--- src/rtl/player_pkg.sv ---
// rtl/player_pkg.sv - shared opcode, direction, field and FSM definitions for the player executor
package player_pkg;

  localparam int OPC_HI = 15;
  localparam int OPC_LO = 12;
  localparam int ARG_HI = 11;
  localparam int ARG_LO = 4;

  localparam logic [3:0] OPC_NOP = 4'd0;
  localparam logic [3:0] OPC_HPY = 4'd1;
  localparam logic [3:0] OPC_DPY = 4'd2;
  localparam logic [3:0] OPC_IDG = 4'd3;
  localparam logic [3:0] OPC_SDG = 4'd4;
  localparam logic [3:0] OPC_MOV = 4'd5;
  localparam logic [3:0] OPC_SHP = 4'd6;

  localparam logic [1:0] DIR_UP    = 2'd0;
  localparam logic [1:0] DIR_LEFT  = 2'd1;
  localparam logic [1:0] DIR_DOWN  = 2'd2;
  localparam logic [1:0] DIR_RIGHT = 2'd3;

  typedef enum logic {
    IDLE   = 1'b0,
    INVULN = 1'b1
  } state_t;

  // Signed intermediate lets a step below zero clamp correctly instead of wrapping.
  function automatic logic [9:0] clamp_axis(input logic signed [10:0] v, input int lo, input int hi);
    if (int'(v) < lo) return 10'(lo);
    if (int'(v) > hi) return 10'(hi);
    return 10'(v);
  endfunction

endpackage

--- src/rtl/player_executor_if.sv ---
// rtl/player_executor_if.sv - instruction/status bundle between control FSM and player executor
interface player_executor_if;
  logic [15:0] playerInstruction;
  logic        isMove;
  logic        startDmg;
  logic [7:0]  hp;
  logic [9:0]  pos_x;
  logic [9:0]  pos_y;
  logic        isDeath;
  logic        dmg_done;
  logic        invuln;

  modport master (
    output playerInstruction, isMove, startDmg,
    input  hp, pos_x, pos_y, isDeath, dmg_done, invuln
  );

  modport slave (
    input  playerInstruction, isMove, startDmg,
    output hp, pos_x, pos_y, isDeath, dmg_done, invuln
  );
endinterface

--- src/rtl/hp_sat_alu.sv ---
// rtl/hp_sat_alu.sv - combinational saturating heal/damage arithmetic
module hp_sat_alu (
  input  logic [7:0] hp,
  input  logic [7:0] operand,
  input  logic       op_heal,
  input  logic [7:0] max_hp,
  output logic [7:0] new_hp,
  output logic       zero
);
  logic [8:0] sum;

  always_comb begin
    sum = {1'b0, hp} + {1'b0, operand};
    if (op_heal) begin
      new_hp = (sum > {1'b0, max_hp}) ? max_hp : sum[7:0];
    end else begin
      new_hp = (operand >= hp) ? 8'd0 : hp - operand;
    end
    zero = (new_hp == 8'd0);
  end
endmodule

--- src/rtl/player_executor.sv ---
// rtl/player_executor.sv - decodes player instructions: HP changes, invulnerability window, clamped movement
module player_executor
  import player_pkg::*;
#(
  parameter int MAX_HP        = 100,
  parameter int BOX_X_MIN     = 220,
  parameter int BOX_X_MAX     = 420,
  parameter int BOX_Y_MIN     = 260,
  parameter int BOX_Y_MAX     = 420,
  parameter int MOVE_STEP     = 2,
  parameter int MOVE_DIV      = 250000,
  parameter int INVULN_CYCLES = 50000000
) (
  input  logic clk,
  input  logic reset,
  player_executor_if.slave bus
);
  localparam logic [7:0]         MAX_HP_V    = 8'(MAX_HP);
  localparam logic [9:0]         CENTRE_X    = 10'((BOX_X_MIN + BOX_X_MAX) / 2);
  localparam logic [9:0]         CENTRE_Y    = 10'((BOX_Y_MIN + BOX_Y_MAX) / 2);
  localparam logic signed [10:0] STEP_S      = 11'(MOVE_STEP);
  localparam logic [31:0]        MOVE_RELOAD = 32'(MOVE_DIV - 1);
  localparam logic [31:0]        INV_RELOAD  = 32'(INVULN_CYCLES - 1);

  logic [3:0]  opc;
  logic [7:0]  arg;
  logic        unused_low_bits;
  logic        is_shp, is_hpy, is_dpy, is_mov;

  state_t      state;
  logic        alive;
  logic [7:0]  hp_r;
  logic [9:0]  pos_x_r, pos_y_r;
  logic        death_r, dmg_done_r, invuln_r;
  logic [31:0] move_cnt, inv_cnt;

  logic [7:0]  alu_hp;
  logic        alu_zero;
  logic signed [10:0] sx, sy;
  logic [9:0]  next_x, next_y;

  assign opc             = bus.playerInstruction[OPC_HI:OPC_LO];
  assign arg             = bus.playerInstruction[ARG_HI:ARG_LO];
  assign unused_low_bits = ^bus.playerInstruction[3:0];

  always_comb begin
    is_shp = 1'b0;
    is_hpy = 1'b0;
    is_dpy = 1'b0;
    is_mov = 1'b0;
    case (opc)
      OPC_SHP: is_shp = 1'b1;
      OPC_HPY: is_hpy = 1'b1;
      OPC_DPY: is_dpy = 1'b1;
      OPC_MOV: is_mov = 1'b1;
      OPC_IDG, OPC_SDG, OPC_NOP: ;
      default: ;
    endcase
  end

  hp_sat_alu u_alu (
    .hp      (hp_r),
    .operand (arg),
    .op_heal (is_hpy),
    .max_hp  (MAX_HP_V),
    .new_hp  (alu_hp),
    .zero    (alu_zero)
  );

  always_comb begin
    sx = $signed({1'b0, pos_x_r});
    sy = $signed({1'b0, pos_y_r});
    case (arg[1:0])
      DIR_UP:    sy = sy - STEP_S;
      DIR_LEFT:  sx = sx - STEP_S;
      DIR_DOWN:  sy = sy + STEP_S;
      DIR_RIGHT: sx = sx + STEP_S;
      default: ;
    endcase
    next_x = clamp_axis(sx, BOX_X_MIN, BOX_X_MAX);
    next_y = clamp_axis(sy, BOX_Y_MIN, BOX_Y_MAX);
  end

  always_ff @(posedge clk) begin
    if (reset) begin
      state      <= IDLE;
      alive      <= 1'b0;
      hp_r       <= 8'd0;
      pos_x_r    <= CENTRE_X;
      pos_y_r    <= CENTRE_Y;
      death_r    <= 1'b0;
      dmg_done_r <= 1'b0;
      invuln_r   <= 1'b0;
      move_cnt   <= '0;
      inv_cnt    <= '0;
    end else begin
      dmg_done_r <= 1'b0;
      if (is_shp) begin
        hp_r     <= (arg > MAX_HP_V) ? MAX_HP_V : arg;
        pos_x_r  <= CENTRE_X;
        pos_y_r  <= CENTRE_Y;
        death_r  <= 1'b0;
        alive    <= 1'b1;
        state    <= IDLE;
        invuln_r <= 1'b0;
        inv_cnt  <= '0;
        move_cnt <= '0;
      end else begin
        if (state == INVULN) begin
          if (inv_cnt == '0) begin
            state    <= IDLE;
            invuln_r <= 1'b0;
          end else begin
            inv_cnt <= inv_cnt - 32'd1;
          end
        end

        // Heals are honoured mid-window; damage only lands from IDLE.
        if (bus.startDmg && alive && is_hpy) begin
          hp_r       <= alu_hp;
          dmg_done_r <= 1'b1;
        end
        if (bus.startDmg && alive && is_dpy && state == IDLE) begin
          hp_r       <= alu_hp;
          dmg_done_r <= 1'b1;
          if (alu_zero) begin
            death_r <= 1'b1;
            alive   <= 1'b0;
          end else begin
            state    <= INVULN;
            invuln_r <= 1'b1;
            inv_cnt  <= INV_RELOAD;
          end
        end

        if (is_mov && bus.isMove) begin
          if (move_cnt == '0) begin
            if (alive) begin
              pos_x_r <= next_x;
              pos_y_r <= next_y;
            end
            move_cnt <= MOVE_RELOAD;
          end else begin
            move_cnt <= move_cnt - 32'd1;
          end
        end else begin
          move_cnt <= '0;
        end
      end
    end
  end

  assign bus.hp       = hp_r;
  assign bus.pos_x    = pos_x_r;
  assign bus.pos_y    = pos_y_r;
  assign bus.isDeath  = death_r;
  assign bus.dmg_done = dmg_done_r;
  assign bus.invuln   = invuln_r;
endmodule

--- src/flat_wrapper.sv ---
// flat-port wrapper written by rule: the top's interface ports become plain ports
module player_executor_flat import player_pkg::*;
#(
  parameter int MAX_HP        = 100,
  parameter int BOX_X_MIN     = 220,
  parameter int BOX_X_MAX     = 420,
  parameter int BOX_Y_MIN     = 260,
  parameter int BOX_Y_MAX     = 420,
  parameter int MOVE_STEP     = 2,
  parameter int MOVE_DIV      = 250000,
  parameter int INVULN_CYCLES = 50000000
)
  (clk, reset, bus_playerInstruction, bus_isMove, bus_startDmg, bus_hp, bus_pos_x, bus_pos_y, bus_isDeath, bus_dmg_done, bus_invuln);
  player_executor_if bus_i ();
  input  logic clk;
  input  logic reset;
  input wire logic [$bits(bus_i.playerInstruction)-1:0] bus_playerInstruction;
  input wire logic [$bits(bus_i.isMove)-1:0] bus_isMove;
  input wire logic [$bits(bus_i.startDmg)-1:0] bus_startDmg;
  output wire logic [$bits(bus_i.hp)-1:0] bus_hp;
  output wire logic [$bits(bus_i.pos_x)-1:0] bus_pos_x;
  output wire logic [$bits(bus_i.pos_y)-1:0] bus_pos_y;
  output wire logic [$bits(bus_i.isDeath)-1:0] bus_isDeath;
  output wire logic [$bits(bus_i.dmg_done)-1:0] bus_dmg_done;
  output wire logic [$bits(bus_i.invuln)-1:0] bus_invuln;
  assign bus_i.playerInstruction = bus_playerInstruction;
  assign bus_i.isMove = bus_isMove;
  assign bus_i.startDmg = bus_startDmg;
  assign bus_hp = bus_i.hp;
  assign bus_pos_x = bus_i.pos_x;
  assign bus_pos_y = bus_i.pos_y;
  assign bus_isDeath = bus_i.isDeath;
  assign bus_dmg_done = bus_i.dmg_done;
  assign bus_invuln = bus_i.invuln;
  player_executor #(.MAX_HP(MAX_HP), .BOX_X_MIN(BOX_X_MIN), .BOX_X_MAX(BOX_X_MAX), .BOX_Y_MIN(BOX_Y_MIN), .BOX_Y_MAX(BOX_Y_MAX), .MOVE_STEP(MOVE_STEP), .MOVE_DIV(MOVE_DIV), .INVULN_CYCLES(INVULN_CYCLES)) u_core (.clk(clk), .reset(reset), .bus(bus_i));
endmodule
--- config.mk ---
export PLATFORM = sky130hd
export DESIGN_NAME = player_executor_flat
export DESIGN_NICKNAME = d
export VERILOG_FILES = /design/src/rtl/player_pkg.sv /design/src/rtl/player_executor_if.sv /design/src/rtl/hp_sat_alu.sv /design/src/rtl/player_executor.sv /design/src/flat_wrapper.sv
export SDC_FILE = /design/constraint.sdc
export NUM_CORES = 1
export LEC_CHECK = 0
export BUFFER_PORTS_ARGS = -buffer_cell sky130_fd_sc_hd__buf_2
export CORE_MARGIN = 4
export CORE_UTILIZATION = 55
export DETAILED_ROUTE_END_ITERATION = 10
export PLACE_DENSITY = 0.8
export SYNTH_ARGS = -nofsm -noshare
export SYNTH_HDL_FRONTEND = slang
export SYNTH_SLANG_ARGS = --single-unit
--- constraint.sdc ---
create_clock -name clk -period 5.9 [get_ports clk]
set_clock_uncertainty 0.15 [all_clocks]
set_input_delay 0.59 -clock clk [delete_from_list [all_inputs] [get_ports clk]]
set_output_delay 0.59 -clock clk [all_outputs]
set_load 0.01 [all_outputs]
==> flow_summary_export.csv <==
group,metric,value,unit
critical_path,crit_buf_inv,3,
critical_path,start_kind,"input port",
routing,drt_iter0_markers,399,
clock_network,cts.sinks,95,
final_layout,final_layout_size_suffix_gt1_share,11.4,%
routing,drcViolationCount,0,
timing,worst_slack,1720,ps
critical_path,r2r-start,"u_core.bus.pos_y[1]",
routing,drtPass1Iterations,5,
logic_synthesis,synth_common_cells,"nor2_1 (98), dfxtp_1 (95), a21oi_1 (49), nand2_1 (46), xnor2_1 (46)",
pwr,switching_share,26.1,%
critical_path,path_delay_family,"compound AO/OA/AOI/OAI gates",
pwr,p_int,0.00112,W
timing,period_share,70.9,%
logic_synthesis,ys_warn_count,0,
global_routing,grt_pass1_wl,27100,µm
die,die_height,117,µm
critical_path,cpPeakStageDelay,710,ps
final_layout,nFillCells,1011,
pwr,p_leak,3.18,nW
die,start_util,56.5,%
clock_network,htree_levels,3,
routing,ant_nets,0,
routing,wl_per_cell,16.5,µm
routing,num_vias,6034,
clock_network,postCtsSetupRepairBufs,0,
timing,fmax,239,MHz
logic_synthesis,netlist.area_leader.share,29.3,%
critical_path,r2r_slack,2380,ps
critical_path,cpMostUsedCell,"nand2_1",
placed_design,dp_hpwl,11900,µm
logic_synthesis,async_flop_share,0,%
clock_network,tritoncts,"built",
timing,timing.final.crit_period,4180,ps
pwr,switchingPower,0.000394,W
critical_path,r2r_cells,9,
pwr,comb_power_share,15.0,%
timing,rsz0062_at_grt,"no",
critical_path,crit_slowest_cell,"o311ai_0",
logic_synthesis,ys_seq_elements,95,
pwr,vdd_drop_max,226,µV
critical_path,critPathRequiredTime,5990,ps
timing,slew_viol_final,0,
routing,wirelength,16100,µm
critical_path,crit_fanout,19,
timing,setup-violations-final,0,
logic_synthesis,syn_area_per_cell,8.19,µm²
die,dieArea,13600,µm²
final_layout,areaGrowthSynthToFinish,10.1,%
timing,tns,0,ps
clock_network,cts_buffers,9,
logic_synthesis,netlist_area,6500,µm²
clock_network,cts.clk_slew.worst_paths,60,ps
job,drv_cap,0,
timing,finalHoldViolations,0,
critical_path,path_cells,"buf_2 > clkinv_1 > buf_4 > nand2_1 > ha_1 > nand2_1 > o31ai_1 > xor2_1 > mux2_2 > o311ai_0 > a2111oi_2 > a21o_1 > a22o_1",
global_routing,antenna_found_initial,0,
critical_path,endpoint_kind,"register",
logic_synthesis,synth_edf_count,0,
die,die_w,117,µm
logic_synthesis,ys_types,81,
logic_synthesis,synth_most_common_cell,"nor2_1",
worst_hold_path,hold_path.class,"reg -> reg",
routing,viasPerCell,6.18,
logic_synthesis,yosys-top-cells-area,"dfxtp_1 (29%), ha_1 (7.1%), xnor2_1 (6.2%)",
logic_synthesis,ys_seq_area_share,29.3,%
global_routing,groute.usage.overall,24.1,%
clock_network,cts_buffer_depth,2,
global_routing,grt_max_degree,46,
clock_network,root_buffer,"clkbuf_16",
status,outcome,"completed",
clock_network,clock_latency,350,ps
timing,worstMarginPinSlew,1070,ps
worst_hold_path,hold_start,"u_core.move_cnt[4]",
logic_synthesis,yosys.area.top_type,"dfxtp_1",
die,core-area,11500,µm²
placed_design,post-place-ws,1440,ps
timing,slew_headroom,28.6,%
pwr,seq_power_share,43.0,%
critical_path,arrival,4270,ps
clock_network,cts_resized,0,
global_routing,grt_remaining_overflow,0,
global_routing,grt_pass1_vias,5907,
worst_hold_path,hold_depth,2,
pwr,power_density,211,nW/µm²
die,row_count,39,
critical_path,critPathKind,"in -> reg",
placed_design,io_buffers,44,
clock_network,ctsHoldBuffers,0,
die,ios,51,
final_layout,antenna_cells,0,
logic_synthesis,synth_cells,794,
pwr,fin_total_pwr,0.00151,W
worst_hold_path,min_to,"u_core.move_cnt[4]",
critical_path,rr_endpoint,"u_core.bus.pos_y[5]",
final_layout,fin_nets,890,
placed_design,routabilityCongestion,0.904,
logic_synthesis,synthFlopType,"dfxtp_1",
pwr,clock_power_share,42.0,%
## through the flow
step,cells,util [%],hold WS (ps),cell area (µm²)
after CTS,976,62.1,316,7160
final,976,62.1,317,7160
after global placement,961,59.4,289,6840
after floorplan,795,-,282,6500
after detailed placement,961,59.4,307,6840
after global routing,976,62.1,342,7160
## how the worst max path moves through the flow
stage                             start  cells after the start  slack (ps)             endpoint
2_1_floorplan  bus_playerInstruction[4]                     14        1510  u_core.bus.pos_x[6]
4_1_cts        bus_playerInstruction[4]                     13        1800  u_core.bus.pos_y[5]
3_5_place_dp   bus_playerInstruction[4]                     13        1440  u_core.bus.pos_y[5]
6_report       bus_playerInstruction[4]                     13        1720  u_core.bus.pos_y[5]
5_1_grt        bus_playerInstruction[4]                     13        1470  u_core.bus.pos_y[5]
3_3_place_gp   bus_playerInstruction[4]                     13        1470  u_core.bus.pos_y[5]
## cell usage in the layout, fill, tap and decap left out, types with 4 or more instances in the layout
master / instances
a211oi_1: 12
a21o_1: 11
a21oi_1: 49
a221oi_1: 6
a22o_1: 4
a31oi_1: 12
and3_1: 24
buf_2: 44
buf_4: 6
clkbuf_16: 9
dfxtp_1: 95
fa_1: 4
ha_1: 37
inv_1: 34
mux2i_1: 9
nand2_1: 46
nand2b_1: 17
nand3_1: 15
nor2_1: 98
nor2b_1: 9
nor3_1: 36
nor3_2: 4
nor4_1: 22
nor4b_1: 5
o211ai_1: 9
o21a_1: 10
o21ai_0: 23
o22ai_1: 6
o311ai_0: 4
or3_1: 9
or4_1: 9
xnor2_1: 46
xor2_1: 26
## power by group through the flow
stage	combinational (W)	sequential [W]	clock (W)
CTS	0.000224	0.000649	0.000646
global route	0.000252	0.000649	0.000672
detailed placement	0.000222	0.000664	0
global placement	0.000215	0.000663	0
finish	0.000227	0.000649	0.000635
floorplan	0.000173	0.000663	0
## layout make-up
class / instances / area (µm²) / share of cell area (%)
Multi-Input combinational cell: 638 / 4360 / 60.9
Sequential cell: 95 / 1900 / 26.6
Timing Repair Buffer: 50 / 265 / 3.71
Clock buffer: 11 / 243 / 3.39
Tap cell: 143 / 179 / 2.50
Inverter: 35 / 131 / 1.84
Clock inverter: 4 / 77.6 / 1.08
## flip-flops by register name, indices dropped and copies added, names as in the netlist
signal               flops
u_core.alive             1
u_core.bus.pos_y         9
u_core.bus.pos_x         9
u_core.state             1
u_core.inv_cnt          32
u_core.bus.isDeath       1
u_core.bus.hp            8
u_core.bus.invuln        1
u_core.bus.dmg_done      1
u_core.move_cnt         32
## per-layer routing
layer	wire [µm]	GRT usage (%)	up-vias
met5	0	0	-
met4	330	7.65	0
met3	826	4.87	31
met2	7920	41.7	164
met1	6980	30.1	2875
li1	-	-	2964
## cells by family after synthesis
kind of cell    count (synthesis)  synth area share, %
flops                          95                 29.3
fa+ha+maj                      41                 8.35
buf+inv                        62                 3.83
xor+xnor                       72                 9.70
mux                            11                 1.73
compound gates                186                 20.0
other cells                     1               0.0577
simple gates                  326                 27.1
## worst reg2reg max path, cell delays in order, from the launching register on
cell	delay, ps
dfxtp_1	380
fa_1	480
a21o_1	200
a41oi_1	390
nand4_1	170
and3_1	230
o311ai_0	750
a2111oi_2	220
a21o_1	220
a22o_1	220
No activity file was read; power rests on OpenSTA's default activity.
